--- src/rtl/multicycle_core_if.sv ---
// Memory-side bus of multicycle_core: instruction fetch port and data load/store port,
// each with a req/ack handshake so wait-state memories can stall the core.
interface multicycle_core_if #(
    parameter int DATA_W = 16
);
    logic              imem_req;
    logic [DATA_W-1:0] imem_addr;
    logic [15:0]       imem_rdata;
    logic              imem_ack;
    logic              dmem_req;
    logic              dmem_we;
    logic [DATA_W-1:0] dmem_addr;
    logic [DATA_W-1:0] dmem_wdata;
    logic [DATA_W-1:0] dmem_rdata;
    logic              dmem_ack;

    modport master (
        output imem_req, imem_addr,
        input  imem_rdata, imem_ack,
        output dmem_req, dmem_we, dmem_addr, dmem_wdata,
        input  dmem_rdata, dmem_ack
    );

    modport slave (
        input  imem_req, imem_addr,
        output imem_rdata, imem_ack,
        input  dmem_req, dmem_we, dmem_addr, dmem_wdata,
        output dmem_rdata, dmem_ack
    );
endinterface

--- src/rtl/multicycle_core.sv ---
// Multi-cycle 16-bit-instruction processor: FETCH/DECODE/EXEC/MEM/WB sequencing over
// handshaked instruction and data memories, with r0-hardwired register file and flags.
module multicycle_core #(
    parameter int DATA_W   = 16,
    parameter int NREGS    = 8,
    parameter int RESET_PC = 0,
    parameter int PC_STEP  = 2
) (
    input  logic                clk,
    input  logic                rst,
    multicycle_core_if.master   bus,
    output logic                halted,
    output logic                retire,
    output logic                flag_zero,
    output logic                flag_neg,
    output logic                flag_carry
);
    localparam logic [2:0] S_FETCH  = 3'd0;
    localparam logic [2:0] S_DECODE = 3'd1;
    localparam logic [2:0] S_EXEC   = 3'd2;
    localparam logic [2:0] S_MEM    = 3'd3;
    localparam logic [2:0] S_WB     = 3'd4;
    localparam logic [2:0] S_HALTED = 3'd5;

    logic [2:0]        state_reg;
    logic [DATA_W-1:0] pc_reg;
    logic [15:0]       ir_reg;
    logic [DATA_W-1:0] a_reg, b_reg, imm_reg, res_reg;
    logic              zero_reg, neg_reg, carry_reg;
    logic [DATA_W-1:0] regs [NREGS];

    logic [2:0] op, rs, rt, rd;
    logic [3:0] funct;
    assign op    = ir_reg[2:0];
    assign rs    = ir_reg[5:3];
    assign rt    = ir_reg[8:6];
    assign rd    = ir_reg[11:9];
    assign funct = ir_reg[15:12];

    logic is_r, r_valid, is_addi, is_lw, is_sw, is_beq, is_halt, is_nop;
    assign is_r    = (op == 3'b000);
    assign r_valid = is_r && (funct <= 4'd4);
    assign is_addi = (op == 3'b001);
    assign is_lw   = (op == 3'b010);
    assign is_sw   = (op == 3'b011);
    assign is_beq  = (op == 3'b100);
    assign is_halt = (op == 3'b111);
    assign is_nop  = (is_r && !r_valid) || (op == 3'b101) || (op == 3'b110);

    logic [DATA_W-1:0] rs_val, rt_val, imm_sext;
    assign rs_val   = (rs == 3'd0) ? '0 : regs[rs];
    assign rt_val   = (rt == 3'd0) ? '0 : regs[rt];
    assign imm_sext = {{(DATA_W-7){ir_reg[15]}}, ir_reg[15:9]};

    // One adder serves add/sub/addi and load/store address; sub is A + ~B + 1.
    logic              sub_op, alu_carry;
    logic [DATA_W-1:0] opb, alu_res;
    logic [DATA_W:0]   sum_ext;
    always_comb begin
        opb       = is_r ? b_reg : imm_reg;
        sub_op    = is_r && (funct == 4'd1);
        sum_ext   = {1'b0, a_reg} + {1'b0, (sub_op ? ~opb : opb)} + {{DATA_W{1'b0}}, sub_op};
        alu_res   = sum_ext[DATA_W-1:0];
        alu_carry = sum_ext[DATA_W];
        if (is_r) begin
            case (funct)
                4'd2: begin alu_res = a_reg & b_reg; alu_carry = 1'b0; end
                4'd3: begin alu_res = a_reg | b_reg; alu_carry = 1'b0; end
                4'd4: begin
                    alu_res   = {{(DATA_W-1){1'b0}}, ($signed(a_reg) < $signed(b_reg))};
                    alu_carry = 1'b0;
                end
                default: ;
            endcase
        end
    end

    always_ff @(posedge clk) begin
        if (rst) begin
            state_reg <= S_FETCH;
            pc_reg    <= DATA_W'(RESET_PC);
            ir_reg    <= '0;
            a_reg     <= '0;
            b_reg     <= '0;
            imm_reg   <= '0;
            res_reg   <= '0;
            zero_reg  <= 1'b0;
            neg_reg   <= 1'b0;
            carry_reg <= 1'b0;
        end else begin
            case (state_reg)
                S_FETCH: if (bus.imem_ack) begin
                    ir_reg    <= bus.imem_rdata;
                    pc_reg    <= pc_reg + DATA_W'(PC_STEP);
                    state_reg <= S_DECODE;
                end
                S_DECODE: begin
                    a_reg     <= rs_val;
                    b_reg     <= rt_val;
                    imm_reg   <= imm_sext;
                    state_reg <= is_halt ? S_HALTED : S_EXEC;
                end
                S_EXEC: begin
                    if (r_valid || is_addi || is_lw || is_sw)
                        res_reg <= alu_res;
                    if (r_valid || is_addi) begin
                        zero_reg  <= (alu_res == '0);
                        neg_reg   <= alu_res[DATA_W-1];
                        carry_reg <= alu_carry;
                    end
                    // pc_reg already points past the branch, so only the scaled offset is added.
                    if (is_beq && (a_reg == b_reg))
                        pc_reg <= pc_reg + imm_reg * DATA_W'(PC_STEP);
                    if (is_lw || is_sw)
                        state_reg <= S_MEM;
                    else if (r_valid || is_addi)
                        state_reg <= S_WB;
                    else
                        state_reg <= S_FETCH;
                end
                S_MEM: if (bus.dmem_ack) begin
                    if (is_lw) begin
                        res_reg   <= bus.dmem_rdata;
                        state_reg <= S_WB;
                    end else begin
                        state_reg <= S_FETCH;
                    end
                end
                S_WB:     state_reg <= S_FETCH;
                S_HALTED: state_reg <= S_HALTED;
                default:  state_reg <= S_FETCH;
            endcase
        end
    end

    logic [2:0] wb_idx;
    assign wb_idx = is_r ? rd : rt;

    always_ff @(posedge clk) begin
        if (rst) begin
            for (int i = 0; i < NREGS; i++)
                regs[i] <= '0;
        end else if (state_reg == S_WB && wb_idx != 3'd0) begin
            regs[wb_idx] <= res_reg;
        end
    end

    // Requests are gated by rst so they drop immediately, even mid-handshake.
    assign bus.imem_req   = (state_reg == S_FETCH) && !rst;
    assign bus.imem_addr  = pc_reg;
    assign bus.dmem_req   = (state_reg == S_MEM) && !rst;
    assign bus.dmem_we    = (state_reg == S_MEM) && is_sw && !rst;
    assign bus.dmem_addr  = res_reg;
    assign bus.dmem_wdata = b_reg;

    assign halted     = (state_reg == S_HALTED);
    assign retire     = !rst && ((state_reg == S_WB)
                      || (state_reg == S_EXEC && (is_beq || is_nop))
                      || (state_reg == S_MEM && bus.dmem_ack && is_sw)
                      || (state_reg == S_DECODE && is_halt));
    assign flag_zero  = zero_reg;
    assign flag_neg   = neg_reg;
    assign flag_carry = carry_reg;
endmodule

--- src/flat_wrapper.sv ---
// flat-port wrapper written by rule: the top's interface ports become plain ports
module multicycle_core_flat 
#(
    parameter int DATA_W   = 16,
    parameter int NREGS    = 8,
    parameter int RESET_PC = 0,
    parameter int PC_STEP  = 2
)
  (clk, rst, halted, retire, flag_zero, flag_neg, flag_carry, bus_imem_req, bus_imem_addr, bus_imem_rdata, bus_imem_ack, bus_dmem_req, bus_dmem_we, bus_dmem_addr, bus_dmem_wdata, bus_dmem_rdata, bus_dmem_ack);
  multicycle_core_if #(.DATA_W(DATA_W)) bus_i ();
  input  logic clk;
  input  logic rst;
  output logic halted;
  output logic retire;
  output logic flag_zero;
  output logic flag_neg;
  output logic flag_carry;
  output wire logic [$bits(bus_i.imem_req)-1:0] bus_imem_req;
  output wire logic [$bits(bus_i.imem_addr)-1:0] bus_imem_addr;
  input wire logic [$bits(bus_i.imem_rdata)-1:0] bus_imem_rdata;
  input wire logic [$bits(bus_i.imem_ack)-1:0] bus_imem_ack;
  output wire logic [$bits(bus_i.dmem_req)-1:0] bus_dmem_req;
  output wire logic [$bits(bus_i.dmem_we)-1:0] bus_dmem_we;
  output wire logic [$bits(bus_i.dmem_addr)-1:0] bus_dmem_addr;
  output wire logic [$bits(bus_i.dmem_wdata)-1:0] bus_dmem_wdata;
  input wire logic [$bits(bus_i.dmem_rdata)-1:0] bus_dmem_rdata;
  input wire logic [$bits(bus_i.dmem_ack)-1:0] bus_dmem_ack;
  assign bus_imem_req = bus_i.imem_req;
  assign bus_imem_addr = bus_i.imem_addr;
  assign bus_i.imem_rdata = bus_imem_rdata;
  assign bus_i.imem_ack = bus_imem_ack;
  assign bus_dmem_req = bus_i.dmem_req;
  assign bus_dmem_we = bus_i.dmem_we;
  assign bus_dmem_addr = bus_i.dmem_addr;
  assign bus_dmem_wdata = bus_i.dmem_wdata;
  assign bus_i.dmem_rdata = bus_dmem_rdata;
  assign bus_i.dmem_ack = bus_dmem_ack;
  multicycle_core #(.DATA_W(DATA_W), .NREGS(NREGS), .RESET_PC(RESET_PC), .PC_STEP(PC_STEP)) u_core (.clk(clk), .rst(rst), .bus(bus_i), .halted(halted), .retire(retire), .flag_zero(flag_zero), .flag_neg(flag_neg), .flag_carry(flag_carry));
endmodule
--- config.mk ---
export PLATFORM = sky130hd
export DESIGN_NAME = multicycle_core_flat
export DESIGN_NICKNAME = d
export VERILOG_FILES = /design/src/rtl/multicycle_core_if.sv /design/src/rtl/multicycle_core.sv /design/src/flat_wrapper.sv
export SDC_FILE = /design/constraint.sdc
export NUM_CORES = 1
export LEC_CHECK = 0
export CORE_UTILIZATION = 30
export CTS_CLUSTER_SIZE = 12
export DETAILED_ROUTE_END_ITERATION = 12
export GPL_TIMING_DRIVEN = 0
export RECOVER_POWER = 50
export REMOVE_ABC_BUFFERS = 1
export SYNTH_ARGS = -nofsm -noshare
export SYNTH_HDL_FRONTEND = slang
export SYNTH_SLANG_ARGS = --single-unit
--- constraint.sdc ---
create_clock -name clk -period 3.75 [get_ports clk]
set_input_delay 0.75 -clock clk [delete_from_list [all_inputs] [get_ports clk]]
set_output_delay 0.75 -clock clk [all_outputs]
set_load 0.01 [all_outputs]
==> key figures <==
Run status
  – Run status: complete, but fails checks
  – Failing checks: capacitance limit, slew limit

Floorplan
  – CORE AREA: 43400 µm²
  – FP Rows: 76
  – Die area: 45100 µm²
  – Die W: 212 µm
  – Num ports: 92
  – Starting Density: 0.306
  – Die Y: 212 µm

Global route
  – Antenna violations before repair: 2
  – GRT overflow: 0
  – Total track usage: 0.173
  – Largest net degree at the start of global routing: 66
  – Number of global-route vias before repair: 9865
  – First-pass GRT wire length: 58500 µm

Synthesis
  – Seq/Total Area, Yosys: 0.437
  – Post-synth top cells: edfxtp_1 (128), and2_1 (115), nor2_1 (111), nand2_1 (99), dfxtp_1 (98)
  – Mapped cell area: 13300 µm²
  – YS warnings: 0
  – Unique cell type count in the Yosys netlist: 69
  – Top post-synthesis cells by area: edfxtp_1 (29%), dfxtp_1 (15%), mux4_2 (11%)
  – Share of the synthesized area in the top cell type: 0.290
  – Ys async rst share: 0
  – Mean area per synthesized cell: 10.8 µm²
  – Area leader, netlist: edfxtp_1
  – Simple logic cell fraction of the synthesized area: 0.160
  – Most frequent cell after synthesis: edfxtp_1
  – Syn Inst Count: 1232
  – Adder-Cell Fraction of Synth Area: 0.0765
  – Seq cells post-synth: 226
  – Mux cell area share after synthesis: 0.150
  – Synth Area in Compound Gates: 0.115
  – XOR/XNOR Fraction of Synth Area: 0.0237
  – Top_reg_cell synth: edfxtp_1
  – Largest family of logic cells by synthesized area: simple AND/OR/NAND/NOR gates
  – EDFF count, synth: 128

Timing
  – Pins over their slew limit: 66
  – Worst-margin pin slew: 1610 ps
  – Final worst path period share: 0.971
  – Final setup violation count: 0
  – Worst setup margin: 109 ps
  – Min Tclk post-route: 3640 ps
  – Fmax: 0.275 GHz
  – Final hold viol count: 0
  – Slew headroom: -0.0737
  – Setup Skew: 29.7 ps

Layout
  – Register cell area after layout: 5830 µm²
  – Reg with most FFs: u_core.regs
  – Multi-input logic area: 7200 µm²
  – Filler Cell Count: 4302
  – Nets: 1453
  – Final Util: 0.372
  – Antenna diodes: 0
  – Area Growth Syn to Fin: 21.6%
  – Largest register FFs: 128
  – Share of layout cells above drive strength 1: 0.170

Power and ir drop
  – Pleak: 0.00597 µW
  – Cell Pwr Density: 538 nW/µm²
  – Power, Total: 8680 µW
  – Maximum vdd drop: 0.330 mV

Drt
  – Vias per cell: 5.23
  – Drt pass-1 iters: 5
  – Vias: 10153
  – DRT Wirelength: 39100 µm
  – Wire per inst: 20.2 µm
  – Starting DRT DRC Count: 794
  – Final ANT Viol Nets: 0
  – Drt drc: 0

Worst hold path
  – Class of the worst hold path: reg2reg

Clock tree
  – Hold Buf Count CTS: 0
  – CTS Root Cell: clkbuf_16
  – CTS sink cnt: 226
  – CTS Buf Count: 25
  – TritonCTS clock tree: done
  – # H-tree levels: 1
  – Clk buf depth: 3
  – Worst skew pair latency: 560 ps
  – Clk slew on worst S/H paths: 60 ps

Worst setup path
  – Crit-path cells: nor3_4 -> buf_12 -> buf_2 -> buf_4 -> a31o_2 -> fa_2 -> a21o_4 -> a221oi_4 -> o21ai_2 -> a31oi_2 -> nand2b_4 -> o311a_1 -> o21ai_2 -> or4_4 -> o31ai_2
  – CP Buf/Inv Count: 3
  – Reg-to-reg slack, setup: 110 ps
  – Critical Path AT: 4090 ps
  – Critical Path RT: 4200 ps
  – Startpoint Class: register
  – Top delay family on crit path: compound AO/OA/AOI/OAI gates
  – Slowest stage delay, CP: 560 ps
  – Critical path's most frequent cell: o21ai_2
  – Setup Crit Path Kind: reg2reg
  – Slowest-stage cell, CP: or4_4
  – Crit path capture type: register
  – Maximum net fanout on the critical path: 6

Place
  – IO buf count: 90
  – Gpl congestion: 0.860
  – DP Wirelength: 26900 µm
  – Pre-CTS setup slack: -1380 ps

Flow run
  – Max-cap violations: 1
layout by cell type (no fill, tap or decap), drive strengths merged, types with 11 or more instances in the layout:
| cell type | Yosys | final |
|---|---|---|
| nor2 | 112 | 112 |
| nor3 | 18 | 19 |
| dfxtp | 98 | 98 |
| clkbuf | 52 | 40 |
| clkdlybuf4s50 | 0 | 38 |
| conb | 1 | 17 |
| dlygate4sd3 | 0 | 51 |
| o21ai | 26 | 26 |
| o211ai | 23 | 23 |
| buf | 19 | 38 |
| ha | 78 | 78 |
| a22oi | 32 | 32 |
| mux4 | 64 | 64 |
| and2 | 115 | 115 |
| mux2i | 18 | 18 |
| inv | 53 | 54 |
| mux2 | 33 | 33 |
| nand2 | 99 | 99 |
| edfxtp | 128 | 128 |
| or2 | 11 | 11 |
| xnor2 | 29 | 29 |
| a211oi | 13 | 13 |
| a21oi | 82 | 82 |
through the flow:
step | instance area, µm² | hold slack, ps | cells | setup TNS, ps
2_1_floorplan | 13000 | 439 | 1177 | -2470
3_3_place_gp | 14700 | 460 | 1852 | -1047650
3_5_place_dp | 15100 | 470 | 1874 | -12930
4_1_cts | 16100 | 479 | 1932 | -13.5
5_1_grt | 16100 | 507 | 1941 | -5.82
6_report | 16100 | 482 | 1941 | 0
repair_timing:
| item | 4_1_cts | 5_1_grt |
|---|---|---|
| pin swaps | 5 | 13 |
| setup endpoints to repair | 54 | 8 |
| resized for setup | 28 | 21 |
| gates cloned | 2 | 0 |
| setup buffers | 10 | 9 |
where the power goes:
group	switching (µW)	internal [µW]	total, µW
Combinational	1640	1270	2900
Clock	1020	1540	2570
Sequential	384	2820	3210
worst register-to-register path: stages (launching register included):
cell      delay (ps)
dfxtp_4          420
nor3_4            60
buf_12           140
buf_2            170
buf_4            170
a31o_2           250
fa_2             360
a21o_4           240
a221oi_4         300
o21ai_2          100
a31oi_2          210
nand2b_4         170
o311a_1          160
o21ai_2           90
or4_4            560
o31ai_2          170
worst paths after layout:
path	cells past startpoint	start	end
worst max-delay path	15	u_core.ir_reg[2]$_SDFFE_PP0P_	u_core.flag_zero$_SDFFE_PP0P_
worst min-delay path	2	u_core.imm_reg[5]$_SDFFE_PP0N_	u_core.imm_reg[5]$_SDFFE_PP0N_
worst max register to register	15	u_core.ir_reg[2]$_SDFFE_PP0P_	u_core.flag_zero$_SDFFE_PP0P_
worst min register to register	2	u_core.imm_reg[5]$_SDFFE_PP0N_	u_core.imm_reg[5]$_SDFFE_PP0N_
kinds of logic (layout without fill, tap and decap cells):
| logic type | after synthesis | in the layout |
|---|---|---|
| multiplexers | 115 | 115 |
| flip-flops | 226 | 226 |
| buffers and inverters | 124 | 231 |
| adder cells (fa/ha/maj) | 80 | 80 |
| other | 1 | 17 |
| AND/OR/NAND/NOR | 417 | 418 |
| AO/OA/AOI/OAI | 233 | 233 |
| XOR/XNOR | 36 | 36 |
metal layers:
layer,part of all wire,track usage,wire length [µm]
met5,0,0,0
met4,0.032,0.0523,1250
met3,0.067,0.0285,2640
met2,0.45,0.276,17500
met1,0.45,0.239,17700
area by class of cell:
type | instances | area share
inverter | 53 | 0.0123
tap | 585 | 0.0454
sequential | 226 | 0.361
timing repair buffer | 132 | 0.0826
multi-input combinational | 899 | 0.446
clock inverter | 11 | 0.00961
clock buffer | 35 | 0.0423
Power figures use the tool's default switching activity.
